<file path="src/rtl/sdram_command_fsm.sv">
// SDRAM command sequencer behind the AHB interface: power-up init, periodic refresh,
// self-refresh, row open/close and single-beat column commands with read data capture.
module sdram_command_fsm #(
    parameter int unsigned T_INIT       = 100,
    parameter int unsigned T_RCD        = 2,
    parameter int unsigned T_RP         = 2,
    parameter int unsigned T_RFC        = 7,
    parameter int unsigned CAS_LAT      = 2,
    parameter int unsigned REF_INTERVAL = 780
) (
    input  logic        clk,
    input  logic        n_rst,
    input  logic        select,
    input  logic        r_enable,
    input  logic        w_enable,
    input  logic        burst,
    input  logic        bus,
    input  logic        mode,
    input  logic [1:0]  bank,
    input  logic [12:0] row_addr,
    input  logic [9:0]  col_addr,
    input  logic [31:0] b_wdata,
    input  logic [31:0] dq_in,
    output logic        idle,
    output logic        chip,
    output logic        refresh_com,
    output logic [31:0] b_rdata,
    output logic        cke,
    output logic        cs_n,
    output logic        ras_n,
    output logic        cas_n,
    output logic        we_n,
    output logic [1:0]  ba,
    output logic [12:0] addr,
    output logic [3:0]  dqm,
    output logic [31:0] dq_out,
    output logic        dq_oe
);

    localparam logic [3:0] CmdNop = 4'b0111;
    localparam logic [3:0] CmdAct = 4'b0011;
    localparam logic [3:0] CmdRd  = 4'b0101;
    localparam logic [3:0] CmdWr  = 4'b0100;
    localparam logic [3:0] CmdPre = 4'b0010;
    localparam logic [3:0] CmdRef = 4'b0001;
    localparam logic [3:0] CmdMrs = 4'b0000;

    localparam logic [12:0] PreAllAddr = 13'h0400;
    localparam logic [12:0] MrsAddr    = {6'b0, 3'(CAS_LAT), 4'b0000};

    typedef enum logic [3:0] {
        StInitWait, StInitRp, StInitRfc1, StInitRfc2, StIdle, StRefIssue,
        StRfcWait, StRcdWait, StRowOpen, StPreWait, StSelfRef, StSrExit
    } state_t;

    state_t               state_q;
    logic [3:0]           cmd_q;
    logic [15:0]          wait_q;
    logic [15:0]          ref_cnt_q;
    logic                 pend_q;
    logic [CAS_LAT-1:0]   rd_pipe_q;
    logic [1:0]           bank_q;
    logic [9:0]           col_q;
    logic                 wr_q;
    logic                 mode_q;

    logic                 counting;
    logic                 ref_wrap;
    logic                 pending_now;
    logic [9:0]           col_next;
    logic                 unused_burst;

    assign {cs_n, ras_n, cas_n, we_n} = cmd_q;
    assign unused_burst = burst;

    always_comb begin
        counting    = !(state_q inside {StInitWait, StInitRp, StInitRfc1, StInitRfc2, StSelfRef});
        ref_wrap    = counting && (ref_cnt_q == 16'(REF_INTERVAL - 1));
        pending_now = pend_q | ref_wrap;
        col_next    = mode_q ? col_q + 10'd1 : {col_q[9:2], col_q[1:0] + 2'd1};
    end

    always_ff @(posedge clk or negedge n_rst) begin
        if (!n_rst) begin
            state_q     <= StInitWait;
            cmd_q       <= 4'b1111;
            wait_q      <= '0;
            ref_cnt_q   <= '0;
            pend_q      <= 1'b0;
            rd_pipe_q   <= '0;
            bank_q      <= '0;
            col_q       <= '0;
            wr_q        <= 1'b0;
            mode_q      <= 1'b0;
            idle        <= 1'b0;
            chip        <= 1'b0;
            refresh_com <= 1'b0;
            b_rdata     <= '0;
            cke         <= 1'b0;
            ba          <= '0;
            addr        <= '0;
            dqm         <= 4'hF;
            dq_out      <= '0;
            dq_oe       <= 1'b0;
        end else begin
            cmd_q       <= CmdNop;
            chip        <= 1'b0;
            refresh_com <= 1'b0;
            dq_oe       <= 1'b0;
            dqm         <= 4'hF;
            wait_q      <= wait_q + 16'd1;
            rd_pipe_q   <= {rd_pipe_q[CAS_LAT-2:0], 1'b0};
            if (rd_pipe_q[CAS_LAT-1]) begin
                b_rdata <= dq_in;
            end
            if (counting) begin
                ref_cnt_q <= ref_wrap ? 16'd0 : ref_cnt_q + 16'd1;
                if (ref_wrap) begin
                    pend_q <= 1'b1;
                end
            end

            unique case (state_q)
                StInitWait: begin
                    cke <= 1'b1;
                    if (wait_q == 16'(T_INIT)) begin
                        cmd_q   <= CmdPre;
                        addr    <= PreAllAddr;
                        wait_q  <= '0;
                        state_q <= StInitRp;
                    end
                end
                StInitRp: begin
                    if (wait_q == 16'(T_RP - 1)) begin
                        cmd_q   <= CmdRef;
                        wait_q  <= '0;
                        state_q <= StInitRfc1;
                    end
                end
                StInitRfc1: begin
                    if (wait_q == 16'(T_RFC - 1)) begin
                        cmd_q   <= CmdRef;
                        wait_q  <= '0;
                        state_q <= StInitRfc2;
                    end
                end
                StInitRfc2: begin
                    if (wait_q == 16'(T_RFC - 1)) begin
                        cmd_q   <= CmdMrs;
                        addr    <= MrsAddr;
                        idle    <= 1'b1;
                        state_q <= StIdle;
                    end
                end
                StIdle: begin
                    // A wrap landing on this very cycle still outranks a new request
                    if (pending_now) begin
                        refresh_com <= 1'b1;
                        idle        <= 1'b0;
                        state_q     <= StRefIssue;
                    end else if (!select) begin
                        cmd_q   <= CmdRef;
                        cke     <= 1'b0;
                        idle    <= 1'b0;
                        state_q <= StSelfRef;
                    end else if (r_enable ^ w_enable) begin
                        cmd_q   <= CmdAct;
                        ba      <= bank;
                        addr    <= row_addr;
                        bank_q  <= bank;
                        col_q   <= col_addr;
                        wr_q    <= w_enable;
                        mode_q  <= mode;
                        idle    <= 1'b0;
                        wait_q  <= '0;
                        state_q <= StRcdWait;
                    end
                end
                StRefIssue: begin
                    cmd_q   <= CmdRef;
                    pend_q  <= 1'b0;
                    wait_q  <= '0;
                    state_q <= StRfcWait;
                end
                StRfcWait, StSrExit, StPreWait: begin
                    // Leave one cycle early so IDLE can issue exactly at the timing boundary
                    if (wait_q == 16'((state_q == StPreWait) ? T_RP - 2 : T_RFC - 2)) begin
                        idle    <= 1'b1;
                        state_q <= StIdle;
                    end
                end
                StRcdWait: begin
                    if (wait_q == 16'(T_RCD - 2)) begin
                        chip    <= 1'b1;
                        state_q <= StRowOpen;
                    end
                end
                StRowOpen: begin
                    if (bus) begin
                        cmd_q <= wr_q ? CmdWr : CmdRd;
                        ba    <= bank_q;
                        addr  <= {3'b000, col_q};
                        col_q <= col_next;
                        dqm   <= 4'h0;
                        if (wr_q) begin
                            dq_out <= b_wdata;
                            dq_oe  <= 1'b1;
                        end else begin
                            rd_pipe_q <= {rd_pipe_q[CAS_LAT-2:0], 1'b1};
                        end
                    end else if (!r_enable && !w_enable && rd_pipe_q == '0) begin
                        cmd_q   <= CmdPre;
                        addr    <= PreAllAddr;
                        wait_q  <= '0;
                        state_q <= StPreWait;
                    end
                end
                StSelfRef: begin
                    if (select) begin
                        cke       <= 1'b1;
                        ref_cnt_q <= '0;
                        wait_q    <= '0;
                        state_q   <= StSrExit;
                    end
                end
                default: state_q <= StInitWait;
            endcase
        end
    end

endmodule

</file>
<file path="config.mk">
export PLATFORM = sky130hd
export DESIGN_NAME = sdram_command_fsm
export DESIGN_NICKNAME = d
export VERILOG_FILES = /design/src/rtl/sdram_command_fsm.sv
export SDC_FILE = /design/constraint.sdc
export NUM_CORES = 1
export LEC_CHECK = 0
export ABC_AREA = 1
export BUFFER_PORTS_ARGS = -buffer_cell sky130_fd_sc_hd__clkbuf_2
export CORE_MARGIN = 2
export CORE_UTILIZATION = 57
export DETAILED_ROUTE_END_ITERATION = 8
export HOLD_SLACK_MARGIN = 0.03
export PLACE_DENSITY = 0.83
export SYNTH_ARGS = -nofsm -noshare
export SYNTH_HDL_FRONTEND = slang
export SYNTH_SLANG_ARGS = --single-unit
export TNS_END_PERCENT = 50
</file>
<file path="constraint.sdc">
create_clock -name clk -period 4.85 [get_ports clk]
set_input_delay 0.97 -clock clk [delete_from_list [all_inputs] [get_ports clk]]
set_output_delay 0.97 -clock clk [all_outputs]
set_load 0.05 [all_outputs]
</file>
* After elaboration in Yosys (flattened, before gate mapping)
Index checks and enable logic that the tools add are counted.
** Storage, ports and cells
- Register bits :: 145
- Output and inout bits :: 92
- Input bits :: 97
** Cells by class
- $add $sub $neg :: 4
- Bitwise operators :: 3
- Multiplexer cells :: 83
- Reductions and logical operators :: 25
- Equality and inequality tests :: 34
** Operator list (number)
- 16-bit two-way mux :: 13
- 16-bit case mux with 7 select lines :: 1
- 13-bit two-way mux :: 7
- 4-bit two-way mux :: 14
- 13-bit case mux with 4 select lines :: 1
- 10-bit two-way mux :: 5
- 4-bit case mux with 10 select lines :: 1
- 16-bit by 1-bit adder with 16-bit output, second input constant :: 2
- 3-bit two-way mux :: 10
- 1-bit two-way mux :: 22
- 2-bit != test, second input constant :: 11
- 3-bit case mux with 7 select lines :: 1
- 10-bit case mux with 2 select lines :: 1
- 16-bit by 1-bit == test with 1-bit output, second input constant :: 1
- 16-bit by 10-bit == test with 1-bit output, second input constant :: 1
- 16-bit by 3-bit == test with 1-bit output :: 1
- 16-bit by 3-bit == test with 1-bit output, second input constant :: 1
- 16-bit by 7-bit == test with 1-bit output, second input constant :: 1
- 4-bit by 3-bit == test with 1-bit output, second input constant :: 4
- 4-bit == test, second input constant :: 4
- 16-bit logical NOT :: 1
- 4-bit AND reduction :: 3
- 10-bit by 1-bit adder with 10-bit output, second input constant :: 1
- 2-bit by 1-bit != test with 1-bit output, second input constant :: 5
- other kinds (26) :: 37

* Logic depth before layout (Yosys ltp)
Gate-level depths: netlist (run 1).
- Depth in word-level cells :: 8
- Gate-level depth with buffers :: 12

* Worst setup path after synthesis (run 1)
No wires, ideal clock.
- Path kind :: input -> register
- From :: input w_enable
- To :: register addr[0]
- Data arrival time :: 2.074 ns
- Stages on the path :: 10
- Setup time :: 0.119 ns
- Slack :: 2.657 ns
- Path buffers :: 1
- Path through :: inv_1 > ha_1 > nor2_1 > a21oi_1 > nand3_2 > nor2_8 > nand2_4 > buf_6 > nand2_1 > nand2_1
** Between the ends
- Word-level cells in the longest chain between the ends :: 5
** Ends and longest elaborated chain
- start, declared :: line 15 : input logic w_enable,
- 1-bit logical NOT :: line 211 : end else if (!r_enable && !w_enable && rd_pipe_q == '0) begin
- 1-bit logical AND (2 in a row) :: line 211
- 3-bit != test (no source line)
- 7-bit AND reduction (no source line) (*)
- end signal, assigned :: line 169 : addr <= row_addr;
- end signal, assigned :: line 202 : addr <= {3'b000, col_q};
- end signal, assigned :: line 213 : addr <= PreAllAddr;
- end, declared :: line 34 : output logic [12:0] addr,
Every way passes the cells marked *; elsewhere a longest branch is shown, timed or not.
A chain may end at the register's enable or synchronous reset.

* Final worst setup path (run 1)
- From :: register state_q[1]
- To :: register dq_out[26]
** Between the ends
- Word-level cells in the longest chain between the ends :: 2
** Ends and longest elaborated chain
- start, declared :: line 56 : state_t state_q;
- start signal, assigned :: line 85 : state_q <= StInitWait;
- start signal, assigned :: line 130 : state_q <= StInitRp;
- start signal, assigned :: line 137 : state_q <= StInitRfc1;
- 4-bit == test :: line 123 : unique case (state_q)
- 3-bit AND reduction (no source line)
- end signal, assigned :: line 206 : dq_out <= b_wdata;
- end, declared :: line 36 : output logic [31:0] dq_out,
Every way passes these cells.

==> reports/metrics.cfg, run 1 <==
[outcome]
status = finished, final reports clean

[clock_tree]
clkSinkCount = 142
htree_levels = 4
insertion_delay_ps = 420
cts_made_buffers = 17
cts_tree = yes
cts_hold_buf = 0
postCtsSetupRepairBufs = 0
clk_pin_slew_worst_paths_ps = 60
cts_root_buf = clkbuf_16
cts_resized = 0
ctsLongestPathBuffers = 2

[floorplanning]
rows = 40
die_w_um = 114
fp.dieArea_um2 = 12900
coreArea_um2 = 11900
die_y_um = 114
initial_core_util_pct = 57.8
io_pins = 189

[finish]
drive_gt1_share_pct = 28.9
final_area_um2 = 8510
nets = 1099
fillers = 930
layout-area-overhead-vs-synth_pct = 24.1
diodes = 0

[logic_synthesis]
synth_top_cell_by_area = dfrtp_1
synth_edf_count = 0
syn_nets = 909
yosys.cell_types.count = 45
synth_area_leaders = dfrtp_1 50%, nand2_1 14%, mux2_2 5.3%
synth_cells = 805
netlist_area_um2 = 6860
yosys.area.top_type_share_pct = 50.0
synthTopCellsByCount = 251 x nand2_1, 137 x dfrtp_1, 87 x nor2_1, 60 x inv_1, 46 x nand3_1
ys_seq_area_share_pct = 51.9
synth.avg_cell_area_um2 = 8.52
synth-async-reset-ratio_pct = 100
yosysWarnings = 0
synth.most_common_cell = nand2_1
yosys_most_used_dff = dfrtp_1
synth-seq-cells = 142

[timing]
finalHoldViolCount = 0
period_minus_slack_ps = 2310
fin_tns_setup_ps = 0
slew_headroom_pct = 64.6
rsz0062_at_grt = false
fmaxAchievable_mhz = 433
finalCritPeriodShare_pct = 47.6
hold_slack_ps = 379
finalSetupViolations = 0
finClkSkew_ps = 6.02
worstMarginPinSlew_ps = 530
drv_slew = 0

[power_and_ir_drop]
ir_worst_vdd_mv = 0.194
leakagePower_nw = 4.59
power.density_nw_per_um2 = 319

[placed_design]
gp_congestion = 0.947
post_dp_cell_area_um2 = 7890
hpwlAfterDp_um = 12400
port_buffers = 187

[drt]
dr_total_vias = 6048
wl_per_cell_um = 14.5
vias_per_cell = 5.24
firstDrtPassIters = 5
ant_nets = 0
drc = 0
drtIter0Drc = 418
finalWirelength_um = 16700

[global_route]
antenna_found_initial = 0
grt_pass1_vias = 5570
grt_start_max_net_pins = 60
overflow = 0
grt_pass1_wl_um = 26800
track_usage_pct = 26.5

[worst_setup_path]
critical_path.cell_chain = nor2_1 -> nand2_2 -> nor2_1 -> nand2_1 -> buf_4 -> inv_2 -> nand2_1 -> nand2_1
crit_top_cell = nand2_1
path_max_fanout = 33
endpoint_kind = register
crit_buf_inv = 2
required_ps = 5200
critPathTopFamily = simple AND/OR/NAND/NOR gates
cp.arrival_ps = 2660
worst-setup-path-type = register to register
max_stage_delay_ps = 460
cp-start-kind = register
critPathSlowestCell = dfrtp_1

[run]
maxCapViolations = 0

[worst_hold_path]
hold_class = register to register

flip-flops by register name, indices dropped and copies added, names as in the netlist, 4 cells and up:
| name | flops |
|---|---|
| wait_q | 16 |
| col_q | 10 |
| b_rdata | 32 |
| cmd_q | 4 |
| dq_out | 32 |
| ref_cnt_q | 16 |
| state_q | 4 |
| addr | 13 |
metrics by stage:
step                instances  worst slack, ps  power [mW]  util, %
global route             1155             2320        2.81     71.7
CTS                      1155             2550        2.74     71.7
global placement         1123             2400        1.38     66.5
detailed placement       1123             2360        1.38     66.5
finish                   1155             2540        2.71     71.7
floorplan                 805             2660        1.30        -
final timing paths:
path                         startpoint            to  slack (ps)  depth (start not counted)
max                          state_q[1]    dq_out[26]        2540                          8
min                        rd_pipe_q[0]  rd_pipe_q[1]         380                          0
max reg2reg                  state_q[1]    dq_out[26]        2540                          8
min reg2reg                rd_pipe_q[0]  rd_pipe_q[1]         380                          0
max in group asynchronous         n_rst      cmd_q[2]        3390                          2
min in group asynchronous         n_rst     wait_q[8]         520                          1
worst register-to-register path, delay by kind of cell, from the launching register on:
family / cells / cell delay (ps)
flip-flops: 1 / 460
buffers and inverters: 2 / 720
AND/OR/NAND/NOR: 6 / 1060
power by group:
| group | internal (mW) | switching [mW] | leakage, nW |
|---|---|---|---|
| Clock | 0.871 | 0.482 | 0.301 |
| Sequential | 1.20 | 0.00717 | 1.87 |
| Combinational | 0.0508 | 0.102 | 2.42 |
cell usage in the layout (no fill, tap or decap), types with 7 or more instances in the layout:
master,synthesis,routed
inv_2,10,10
nand4_1,11,11
a21oi_1,18,18
dfrtp_1,137,137
inv_1,60,60
ha_1,7,7
nor3_1,14,14
o21ai_0,30,30
nand3_1,46,46
nor2_1,87,87
nand2_1,251,251
nand2_2,8,8
clkbuf_16,0,17
xor2_1,11,11
o21ai_1,16,16
clkbuf_2,0,186
mux2_2,32,32
layer usage:
| layer | track usage (%) | up-vias | wire length (um) |
|---|---|---|---|
| met5 | 0 | - | 0 |
| met1 | 35.2 | 2830 | 7160 |
| met4 | 9.92 | 0 | 340 |
| met2 | 43.1 | 215 | 8170 |
| met3 | 5.69 | 29 | 1070 |
| li1 | - | 2974 | - |
cell type report:
| class | instances | area [um^2] | area share [%] |
|---|---|---|---|
| clock buffers | 21 | 450 | 5.29 |
| clock inverters | 11 | 165 | 1.94 |
| inverters | 71 | 267 | 3.13 |
| multi-input cells | 572 | 2910 | 34.2 |
| flip-flops and latches | 142 | 3560 | 41.8 |
| well taps | 147 | 184 | 2.16 |
| repair buffers | 191 | 972 | 11.4 |
cells by family (layout without fill, tap and decap cells):
group | after synthesis | in the layout | synth area share [%]
buffers and inverters | 91 | 294 | 5.64
AOI/OAI and AO/OA | 81 | 81 | 6.57
other | 1 | 1 | 0.0547
adders and majority gates | 7 | 7 | 1.28
DFF | 142 | 142 | 51.9
xor gates and xnor gates | 13 | 13 | 1.66
and+or+nand+nor | 437 | 437 | 27.5
muxes | 33 | 33 | 5.40
Power figures use the tool's default switching activity.
==> run 2, diff against run 1 <==
--- a/config.mk
+++ b/config.mk
@@ -5,13 +5,13 @@
 export SDC_FILE = /design/constraint.sdc
 export NUM_CORES = 1
 export LEC_CHECK = 0
-export ABC_AREA = 1
+export ABC_AREA = 0
 export BUFFER_PORTS_ARGS = -buffer_cell sky130_fd_sc_hd__clkbuf_2
 export CORE_MARGIN = 2
-export CORE_UTILIZATION = 57
+export CORE_UTILIZATION = 47
 export DETAILED_ROUTE_END_ITERATION = 8
 export HOLD_SLACK_MARGIN = 0.03
-export PLACE_DENSITY = 0.83
+export PLACE_DENSITY = 0.73
 export SYNTH_ARGS = -nofsm -noshare
 export SYNTH_HDL_FRONTEND = slang
 export SYNTH_SLANG_ARGS = --single-unit
==> constraint.sdc (replaced) <==
create_clock -name clk -period 1.93 [get_ports clk]
set_input_delay 0.386 -clock clk [delete_from_list [all_inputs] [get_ports clk]]
set_output_delay 0.386 -clock clk [all_outputs]
set_load 0.05 [all_outputs]
==> run 2 against run 1 <==
The run now ends with setup timing left. Sequential share of layout area decreased by 5.9 points. Clock power increased to 2.5 times the previous value. Cell count decreased by 5.5%. First-iteration DRC count increased by 8.4%. Synthesized area decreased by 2.5%. Worst setup slack got worse by 2800 ps. Critical path type unchanged. Largest power group is now combinational logic.
==> reports/metrics.cfg, run 2 <==
[finish]
diodes = 0
finalCoreUtilization_pct = 71.4
multi_input_area_um2 = 3340
layout-area-overhead-vs-synth_pct = 48.1
drive_gt1_share_pct = 56.4
mostFrequentLayoutCells = 186 x clkbuf_2, 135 x dfrtp_1, 107 x buf_4
seqCellArea_um2 = 3560
nets = 1003
top_regs = b_rdata (32), dq_out (32)
final_common_cell = clkbuf_2
fillers = 957

[worst_setup_path]
cp-start-kind = register
worst-setup-path-type = register to register
required_ps = 2230
cp.arrival_ps = 2450
endpoint_kind = register
path_max_fanout = 4

[drt]
wl_per_cell_um = 17.4
finalWirelength_um = 19000
drc = 0
vias_per_cell = 5.32
ant_nets = 0
firstDrtPassIters = 5
dr_total_vias = 5804
drtIter0Drc = 453

[logic_synthesis]
synth.avg_cell_area_um2 = 11.2
yosys_most_used_dff = dfrtp_1
synth_compound_area_share_pct = 10.6
synth-seq-cells = 142
netlist_area_um2 = 6690
synth-async-reset-ratio_pct = 100
ys_seq_area_share_pct = 53.2
yosys.area_share.simple_pct = 15.3
synth_xor_area_share_pct = 3.80
yosysWarnings = 0
synth_area_leaders = dfrtp_1 51%, mux2_2 12%, nor2_1 3.5%
yosys.cell_types.count = 72
synth_edf_count = 0
synth.most_common_cell = dfrtp_1
synthTopCellsByCount = 137 x dfrtp_1, 70 x mux2_2, 62 x nor2_1, 52 x nand2_1, 25 x o21ai_0
synth_adder_area_share_pct = 1.31
yosys.area.top_type_share_pct = 51.3
syn_nets = 699
synth_top_family_by_area = simple AND/OR/NAND/NOR gates
synth_cells = 595
synth_top_cell_by_area = dfrtp_1
muxShareOfSynthArea_pct = 12.4

[floorplanning]
coreArea_um2 = 13900
die_w_um = 123
initial_core_util_pct = 48.2
io_pins = 189
fp.dieArea_um2 = 15200
rows = 43
die_y_um = 123

[timing]
finalCritPeriodShare_pct = 111
rsz0062_at_grt = true
worst_slack_ps = -218
period_minus_slack_ps = 2150
drv_slew = 0
hold_slack_ps = 188
fmaxAchievable_mhz = 465
finClkSkew_ps = 6.14
finalHoldViolCount = 0
finalSetupViolations = 47

[placed_design]
hpwlAfterDp_um = 13300
port_buffers = 187
gp_congestion = 0.911
pre_cts_ws_ps = -201

[global_route]
gr-max-usage-layer = met2
grt_pass1_vias = 5774
grt_use_met1_pct = 29.0
grt_start_max_net_pins = 47
use_met3_pct = 4.80
track_usage_pct = 24.1
overflow = 0
met2_usage_pct = 43.0
grt_pass1_wl_um = 28200
antenna_found_initial = 0

[clock_tree]
clk_pin_slew_worst_paths_ps = 60
insertion_delay_ps = 420
htree_levels = 4
ctsLongestPathBuffers = 2
cts_made_buffers = 17
cts_root_buf = clkbuf_16
cts_tree = yes
clkSinkCount = 142

[power_and_ir_drop]
leakagePower_nw = 4.91
ir_worst_vdd_mv = 0.842
power.density_nw_per_um2 = 1740
power.total_mw = 17.2

[outcome]
violations = setup timing
status = finished, violations left

[run]
maxCapViolations = 0

[worst_hold_path]
hold_class = primary input to register

-- run 2: cell count changes after synthesis, moves of 9 or more --
cell     delta
o21ai_1    -13
nor2_1     -25
inv_2      -10
mux2_2     +38
inv_1      -47
nand3_1    -31
a22oi_1     +9
nand2_1   -199
-- run 2: power by group --
| part | total, mW | internal, mW | switching (mW) |
|---|---|---|---|
| clock | 3.40 | 2.09 | 1.31 |
| sequential | 4.71 | 3.97 | 0.743 |
| combinational | 9.10 | 3.51 | 5.58 |
| total | 17.2 | 9.57 | 7.64 |
-- run 2: path summary, 6_finish.rpt --
check,startpoint,end,slack (ps),cells past startpoint
setup / recovery,state_q[3],idle,-220,9
hold / removal,row_addr[12],addr[12],190,3
setup reg to reg,state_q[3],idle,-220,9
hold reg to reg,rd_pipe_q[0],rd_pipe_q[1],410,0
max in group asynchronous,n_rst,cmd_q[0],850,3
min in group asynchronous,n_rst,dq_out[0],460,2
-- run 2: per-layer routing --
metal,routed length [um],vias up
met5,0,-
met2,9950,197
li1,-,2739
met4,394,0
met3,1150,32
met1,7490,2836
-- run 2: logic make-up after synthesis --
kind of cell	Yosys count
and+or+nand+nor	195
DFF	142
AOI/OAI and AO/OA	102
muxes	74
buffers and inverters	45
xor gates and xnor gates	29
adders and majority gates	7
other	1
-- run 2: area by class of cell --
cell class / count / share of cell area, %
clock inverters: 14 / 1.83
flip-flops and latches: 142 / 36.0
repair buffers: 317 / 21.3
clock buffers: 18 / 4.43
inverters: 13 / 0.493
multi-input cells: 408 / 33.7
well taps: 180 / 2.27
-- run 2: critical path, stage by stage (launching register included) --
cell and delay [ps]:
dfrtp_1 420, buf_6 150, nor4b_4 360, nand3b_1 170, or2_1 280, o211ai_2 240
buf_4 160, buf_6 100, nor2b_4 30, a2bb2oi_2 120
-- run 2: stage by stage --
step                instance area [um^2]  cells  TNS, ps
floorplan                           6710    595     -274
global placement                    8590   1037    -6000
detailed placement                  8590   1037    -7480
CTS                                 9430   1078    -2730
global route                        9900   1092   -11320
finish                              9900   1092    -7120
-- run 2: repair_timing --
| item | CTS | global route |
|---|---|---|
| buffers inserted | 7 | 11 |
| pin swaps | 16 | 33 |
| endpoints found under the setup margin | 52 | 67 |
| resized for setup | 35 | 99 |
| gates cloned | 1 | 3 |
| hold buffers | 1 | 0 |
| endpoints found under the hold margin | 40 | 0 |
